### src/rtl/muldiv_ctrl_if.sv
// Request/response bundle between the main control FSM and the multiply/divide sequencer.
interface muldiv_ctrl_if;
  logic        start;
  logic        op;
  logic [31:0] a;
  logic [31:0] b;
  logic        busy;
  logic        done;
  logic        div_zero;
  logic        HI_writeControl;
  logic        LO_writeControl;
  logic [31:0] hi;
  logic [31:0] lo;

  modport master (
    output start, op, a, b,
    input  busy, done, div_zero, HI_writeControl, LO_writeControl, hi, lo
  );

  modport slave (
    input  start, op, a, b,
    output busy, done, div_zero, HI_writeControl, LO_writeControl, hi, lo
  );
endinterface

### src/rtl/muldiv_ctrl.sv
// Iterative 32-step signed Booth multiply / restoring divide sequencer feeding HI/LO.
// All outputs are registered from next-state decode; reset is synchronous active-high.
module muldiv_ctrl (
  input  logic          clock,
  input  logic          reset,
  muldiv_ctrl_if.slave  bus
);
  localparam int unsigned W  = 32;
  localparam int unsigned CW = 5;
  localparam int unsigned AW = 2 * W + 3;

  typedef enum logic [2:0] {S_IDLE, S_MUL, S_DIV, S_FIX, S_DONE} state_e;

  state_e        state_q, state_d;
  logic [CW-1:0] cnt_q, cnt_d;
  logic [AW-1:0] acc_q, acc_d;
  logic [W-1:0]  mcand_q, mcand_d;
  logic [W-1:0]  quot_q, quot_d;
  logic [W-1:0]  dvsr_q, dvsr_d;
  logic [W-1:0]  rem_q, rem_d;
  logic          sa_q, sa_d, sb_q, sb_d;
  logic          is_div_q, is_div_d;
  logic          dz_q, dz_d;
  logic          busy_q, busy_d;
  logic          done_q, done_d;
  logic          dzo_q, dzo_d;
  logic          we_q, we_d;
  logic [W-1:0]  hi_q, hi_d, lo_q, lo_d;

  logic [W+1:0]  mcand_ext, sum;
  logic [W:0]    rshift, trial;

  // Next-state, datapath step and registered-output decode
  always_comb begin
    state_d  = state_q;
    cnt_d    = cnt_q;
    acc_d    = acc_q;
    mcand_d  = mcand_q;
    quot_d   = quot_q;
    dvsr_d   = dvsr_q;
    rem_d    = rem_q;
    sa_d     = sa_q;
    sb_d     = sb_q;
    is_div_d = is_div_q;
    dz_d     = dz_q;
    hi_d     = hi_q;
    lo_d     = lo_q;
    mcand_ext = {{2{mcand_q[W-1]}}, mcand_q};
    sum       = acc_q[AW-1:W+1];
    rshift    = {rem_q, quot_q[W-1]};
    trial     = rshift - {1'b0, dvsr_q};

    case (state_q)
      S_IDLE: begin
        if (bus.start) begin
          cnt_d = CW'(W - 1);
          if (!bus.op) begin
            acc_d    = {(W+2)'(0), bus.b, 1'b0};
            mcand_d  = bus.a;
            is_div_d = 1'b0;
            dz_d     = 1'b0;
            state_d  = S_MUL;
          end else if (bus.b == '0) begin
            cnt_d    = cnt_q;
            is_div_d = 1'b1;
            dz_d     = 1'b1;
            state_d  = S_DONE;
          end else begin
            sa_d     = bus.a[W-1];
            sb_d     = bus.b[W-1];
            quot_d   = bus.a[W-1] ? W'(-bus.a) : bus.a;
            dvsr_d   = bus.b[W-1] ? W'(-bus.b) : bus.b;
            rem_d    = '0;
            is_div_d = 1'b1;
            dz_d     = 1'b0;
            state_d  = S_DIV;
          end
        end
      end
      S_MUL: begin
        // Booth pair {q0, q-1}: 01 adds, 10 subtracts, then arithmetic shift right
        case (acc_q[1:0])
          2'b01:   sum = acc_q[AW-1:W+1] + mcand_ext;
          2'b10:   sum = acc_q[AW-1:W+1] - mcand_ext;
          default: sum = acc_q[AW-1:W+1];
        endcase
        acc_d = {sum[W+1], sum, acc_q[W:1]};
        if (cnt_q == '0) state_d = S_FIX;
        else             cnt_d   = cnt_q - CW'(1);
      end
      S_DIV: begin
        if (trial[W]) begin
          rem_d  = rshift[W-1:0];
          quot_d = {quot_q[W-2:0], 1'b0};
        end else begin
          rem_d  = trial[W-1:0];
          quot_d = {quot_q[W-2:0], 1'b1};
        end
        if (cnt_q == '0) state_d = S_FIX;
        else             cnt_d   = cnt_q - CW'(1);
      end
      S_FIX: begin
        if (is_div_q) begin
          lo_d = (sa_q ^ sb_q) ? W'(-quot_q) : quot_q;
          hi_d = sa_q ? W'(-rem_q) : rem_q;
        end else begin
          hi_d = acc_q[2*W:W+1];
          lo_d = acc_q[W:1];
        end
        state_d = S_DONE;
      end
      S_DONE:  state_d = S_IDLE;
      default: state_d = S_IDLE;
    endcase

    busy_d = (state_d != S_IDLE);
    done_d = (state_d == S_DONE);
    dzo_d  = done_d & dz_d;
    we_d   = done_d & ~dz_d;
  end

  always_ff @(posedge clock) begin
    if (reset) begin
      state_q  <= S_IDLE;
      cnt_q    <= '0;
      acc_q    <= '0;
      mcand_q  <= '0;
      quot_q   <= '0;
      dvsr_q   <= '0;
      rem_q    <= '0;
      sa_q     <= 1'b0;
      sb_q     <= 1'b0;
      is_div_q <= 1'b0;
      dz_q     <= 1'b0;
      busy_q   <= 1'b0;
      done_q   <= 1'b0;
      dzo_q    <= 1'b0;
      we_q     <= 1'b0;
      hi_q     <= '0;
      lo_q     <= '0;
    end else begin
      state_q  <= state_d;
      cnt_q    <= cnt_d;
      acc_q    <= acc_d;
      mcand_q  <= mcand_d;
      quot_q   <= quot_d;
      dvsr_q   <= dvsr_d;
      rem_q    <= rem_d;
      sa_q     <= sa_d;
      sb_q     <= sb_d;
      is_div_q <= is_div_d;
      dz_q     <= dz_d;
      busy_q   <= busy_d;
      done_q   <= done_d;
      dzo_q    <= dzo_d;
      we_q     <= we_d;
      hi_q     <= hi_d;
      lo_q     <= lo_d;
    end
  end

  assign bus.busy            = busy_q;
  assign bus.done            = done_q;
  assign bus.div_zero        = dzo_q;
  assign bus.HI_writeControl = we_q;
  assign bus.LO_writeControl = we_q;
  assign bus.hi              = hi_q;
  assign bus.lo              = lo_q;
endmodule
### src/flat_wrapper.sv
// flat-port wrapper written by rule: the top's interface ports become plain ports
module muldiv_ctrl_flat 
  (clock, reset, bus_start, bus_op, bus_a, bus_b, bus_busy, bus_done, bus_div_zero, bus_HI_writeControl, bus_LO_writeControl, bus_hi, bus_lo);
  muldiv_ctrl_if bus_i ();
  input  logic clock;
  input  logic reset;
  input wire logic [$bits(bus_i.start)-1:0] bus_start;
  input wire logic [$bits(bus_i.op)-1:0] bus_op;
  input wire logic [$bits(bus_i.a)-1:0] bus_a;
  input wire logic [$bits(bus_i.b)-1:0] bus_b;
  output wire logic [$bits(bus_i.busy)-1:0] bus_busy;
  output wire logic [$bits(bus_i.done)-1:0] bus_done;
  output wire logic [$bits(bus_i.div_zero)-1:0] bus_div_zero;
  output wire logic [$bits(bus_i.HI_writeControl)-1:0] bus_HI_writeControl;
  output wire logic [$bits(bus_i.LO_writeControl)-1:0] bus_LO_writeControl;
  output wire logic [$bits(bus_i.hi)-1:0] bus_hi;
  output wire logic [$bits(bus_i.lo)-1:0] bus_lo;
  assign bus_i.start = bus_start;
  assign bus_i.op = bus_op;
  assign bus_i.a = bus_a;
  assign bus_i.b = bus_b;
  assign bus_busy = bus_i.busy;
  assign bus_done = bus_i.done;
  assign bus_div_zero = bus_i.div_zero;
  assign bus_HI_writeControl = bus_i.HI_writeControl;
  assign bus_LO_writeControl = bus_i.LO_writeControl;
  assign bus_hi = bus_i.hi;
  assign bus_lo = bus_i.lo;
  muldiv_ctrl u_core (.clock(clock), .reset(reset), .bus(bus_i));
endmodule
### config.mk
export PLATFORM = sky130hd
export DESIGN_NAME = muldiv_ctrl_flat
export DESIGN_NICKNAME = d
export VERILOG_FILES = /design/src/rtl/muldiv_ctrl_if.sv /design/src/rtl/muldiv_ctrl.sv /design/src/flat_wrapper.sv
export SDC_FILE = /design/constraint.sdc
export NUM_CORES = 1
export LEC_CHECK = 0
export BUFFER_PORTS_ARGS = -buffer_cell sky130_fd_sc_hd__buf_2
export CAP_MARGIN = 20
export CORE_MARGIN = 2
export CORE_UTILIZATION = 45
export DETAILED_ROUTE_END_ITERATION = 7
export PLACE_DENSITY = 0.65
export SYNTH_ARGS = -nofsm -noshare
export SYNTH_HDL_FRONTEND = slang
export SYNTH_SLANG_ARGS = --single-unit
export TNS_END_PERCENT = 1
### constraint.sdc
create_clock -name clock -period 4.27 [get_ports clock]
set_input_delay 0.854 -clock clock [delete_from_list [all_inputs] [get_ports clock]]
set_output_delay 0.854 -clock clock [all_outputs]
set_load 0.005 [all_outputs]
==> qor.yml <==
fmax_ghz: 0.237
final_util_pct: 51.3
clk_pin_slew_ns: 0.06
r2r_cells: 18
ant_nets: 0
synth_area_um2: 17500
hold_slack_ns: 0.484
status: "finished, final reports clean"
io_buffer_count: 136
r2r_start: "u_core.mcand_q[13]"
drc: 0
synth_seq_area_share_pct: 31.4
fin_worst_skew_ns: 0.0178
busiest_layer: "met2"
setup_violations: 0
final_area_um2: 19700
cts_max_level: 1
cts_buffer_depth: 3
avgViaCountPerCell: 5.83
power_leakage_nw: 7.86
grt_pass1_wl_um: 81600
finalWorstSetupSlack_ns: 0.0457
critPathKind: "reg2reg"
hpwl_um: 39000
synth_cell_types: 73
synth_edf_count: 0
ys.flop_type: "dfxtp_1"
grt.overflow.total: 0
finalNonFillerCells: 2888
avgSynthCellArea_um2: 7.65
root_buffer: "clkbuf_16"
rows: 72
nets: 2490
grtUsageTotal_pct: 24.8
max-slew-margin-rel_pct: 36.7
synth_nets: 2425
grt_start_max_net_pins: 121
cp.arrival_ns: 4.67
dpl_cell_area_um2: 18600
worst_pin_slew_ns: 0.948
end_kind: "flop"
grt_antenna_before_repair: 2
ir_worst_vdd_mv: 0.297
grt_pass1_vias: 15200
cts_made_buffers: 31
place_congestion: 0.916
ys_async_sr_fraction_pct: 0
coreArea_um2: 38500
cts_tree: "yes"
cts.sinks: 274
boundaryPins: 137
synthDominantCellAreaShare_pct: 31.4
gr-usage-met2_pct: 40.8
drt_iter0_markers: 1269
period_needed_ns: 4.22
min_from: "u_core.bus.hi[27]"
clk_latency_ns: 0.59
dieArea_um2: 40400
cp-startpoint: "u_core.mcand_q[13]"
hold_depth: 2
synth_most_common_cell: "nor2_1"
reg2reg_slack_ns: 0.05
finalHoldViolCount: 0
numPlacedInstances: 2827
synthTopCellsByArea: "dfxtp_1 (31%), nor2_1 (7.3%), a21oi_1 (6.4%)"
drtPass1Iterations: 6
grtUsageMet1_pct: 33.2
area_growth_pct: 12.9
hold_path.class: "reg2reg"
met3_usage_pct: 3.33
drv_cap: 0
critical_path.max_fanout: 2
yosysTopAreaCell: "dfxtp_1"
ys_seq_elements: 274
finalPower_mw: 8.22
rsz0062_at_grt: "true"
worst_hold_path.endpoint: "u_core.bus.hi[27]"
critPathRequiredTime_ns: 4.72
route.vias.total: 16800
wl_per_cell_um: 18.1
syn_inst: 2283
powerDensity_nw_per_um2: 417
die_x_um: 201
critPathLaunchType: "flop"
totalNegativeSetupSlack_ns: 0
die_h_um: 201
start_util_pct: 45.4
drt-total-wl_um: 52200
pre_cts_ws_ns: 0.0843
r2r-end: "u_core.acc_q[64]"
diodes: 0
drive_gt1_share_pct: 11.7
yosysWarnings: 0
synth_commonest_cells: "nor2_1 (341), dfxtp_1 (274), nand2_1 (241), a21oi_1 (223), clkbuf_1 (130)"
period_share_pct: 98.9
slew_viol_final: 0
## state kept, by name, indices dropped and copies added, names as in the netlist
register	cells
u_core.acc_q	66
u_core.bus.HI_writeControl	1
u_core.bus.busy	1
u_core.bus.div_zero	1
u_core.bus.done	1
u_core.bus.hi	32
u_core.bus.lo	32
u_core.cnt_q	5
u_core.dvsr_q	32
u_core.dz_q	1
u_core.is_div_q	1
u_core.mcand_q	32
u_core.quot_q	32
u_core.rem_q	32
u_core.sa_q	1
u_core.sb_q	1
u_core.state_q	3
## what timing repair did
item | CTS | global route
resized for setup | 0 | 5
endpoints found under the setup margin | 0 | 5
setup buffers | 0 | 2
hold buffers | 0 | 0
## critical path, stage by stage, from the launching register on
cell and delay, ns:
dfxtp_1 0.31, or4_4 0.52, or3_4 0.34, or4_4 0.44, nor3_4 0.14, and3b_4 0.21, nor2_1 0.05, xnor2_1 0.19
ha_1 0.27, a21o_1 0.17, a21o_1 0.17, a21o_1 0.19, a21o_1 0.17, a21o_1 0.18, a21oi_2 0.12, nor2b_1 0.05
a311oi_1 0.28, xor2_1 0.18, o22ai_1 0.09
## placed cells by master (no fill, tap or decap), types with 19 or more instances in the layout
cell type / synthesis / layout
a311oi_1: 47 / 47
a211oi_1: 125 / 125
dfxtp_1: 274 / 273
nor2_1: 341 / 339
xnor2_1: 86 / 85
a21oi_1: 223 / 222
mux2i_1: 21 / 21
xor2_1: 120 / 120
a21o_1: 37 / 37
nor3_1: 33 / 31
o31ai_1: 34 / 34
or3_1: 19 / 19
nand3_1: 21 / 21
nand2_1: 241 / 241
o21ai_0: 107 / 107
nor2b_1: 20 / 20
buf_4: 3 / 44
buf_2: 2 / 135
inv_1: 72 / 72
clkbuf_16: 0 / 31
ha_1: 72 / 72
a22o_1: 24 / 24
## how the worst max path moves through the flow
stage	depth (start not counted)	end
2_1_floorplan	19	u_core.acc_q[64]
3_3_place_gp	18	u_core.acc_q[64]
3_5_place_dp	18	u_core.acc_q[64]
4_1_cts	18	u_core.acc_q[64]
5_1_grt	18	u_core.acc_q[64]
6_report	18	u_core.acc_q[64]
## per-layer routing
layer	routed length (um)	up-vias
met4	1830	4
li1	-	8306
met3	3060	107
met2	23800	520
met5	25	-
met1	23500	7908
## logic make-up (layout without fill, tap and decap cells)
family,count (synthesis),after routing,share of synthesized area (%)
XOR/XNOR,207,207,10.4
buffers and inverters,224,311,4.93
AO/OA/AOI/OAI,717,717,27.2
AND/OR/NAND/NOR,765,765,19.3
multiplexers,22,22,1.33
flip-flops,274,274,31.4
adder cells (fa/ha/maj),74,74,5.39
## where the power goes
part	total [mW]	switching (mW)	internal [mW]	leakage (nW)
clock	2.75	1.14	1.61	0.520
combinational	2.58	1.57	1.01	5.11
sequential	2.89	0.181	2.71	2.23
total	8.22	2.89	5.34	7.86
## final cells by class
class                      count  area [um2]
inverter                      72         270
fill                        3768       18700
clock buffer                  40         870
multi-input combinational   1785       11200
tap                          518         648
sequential                   274        5490
timing repair buffer         184        1100
clock inverter                15         168
Note: power is estimated with default switching activity, not from simulation.
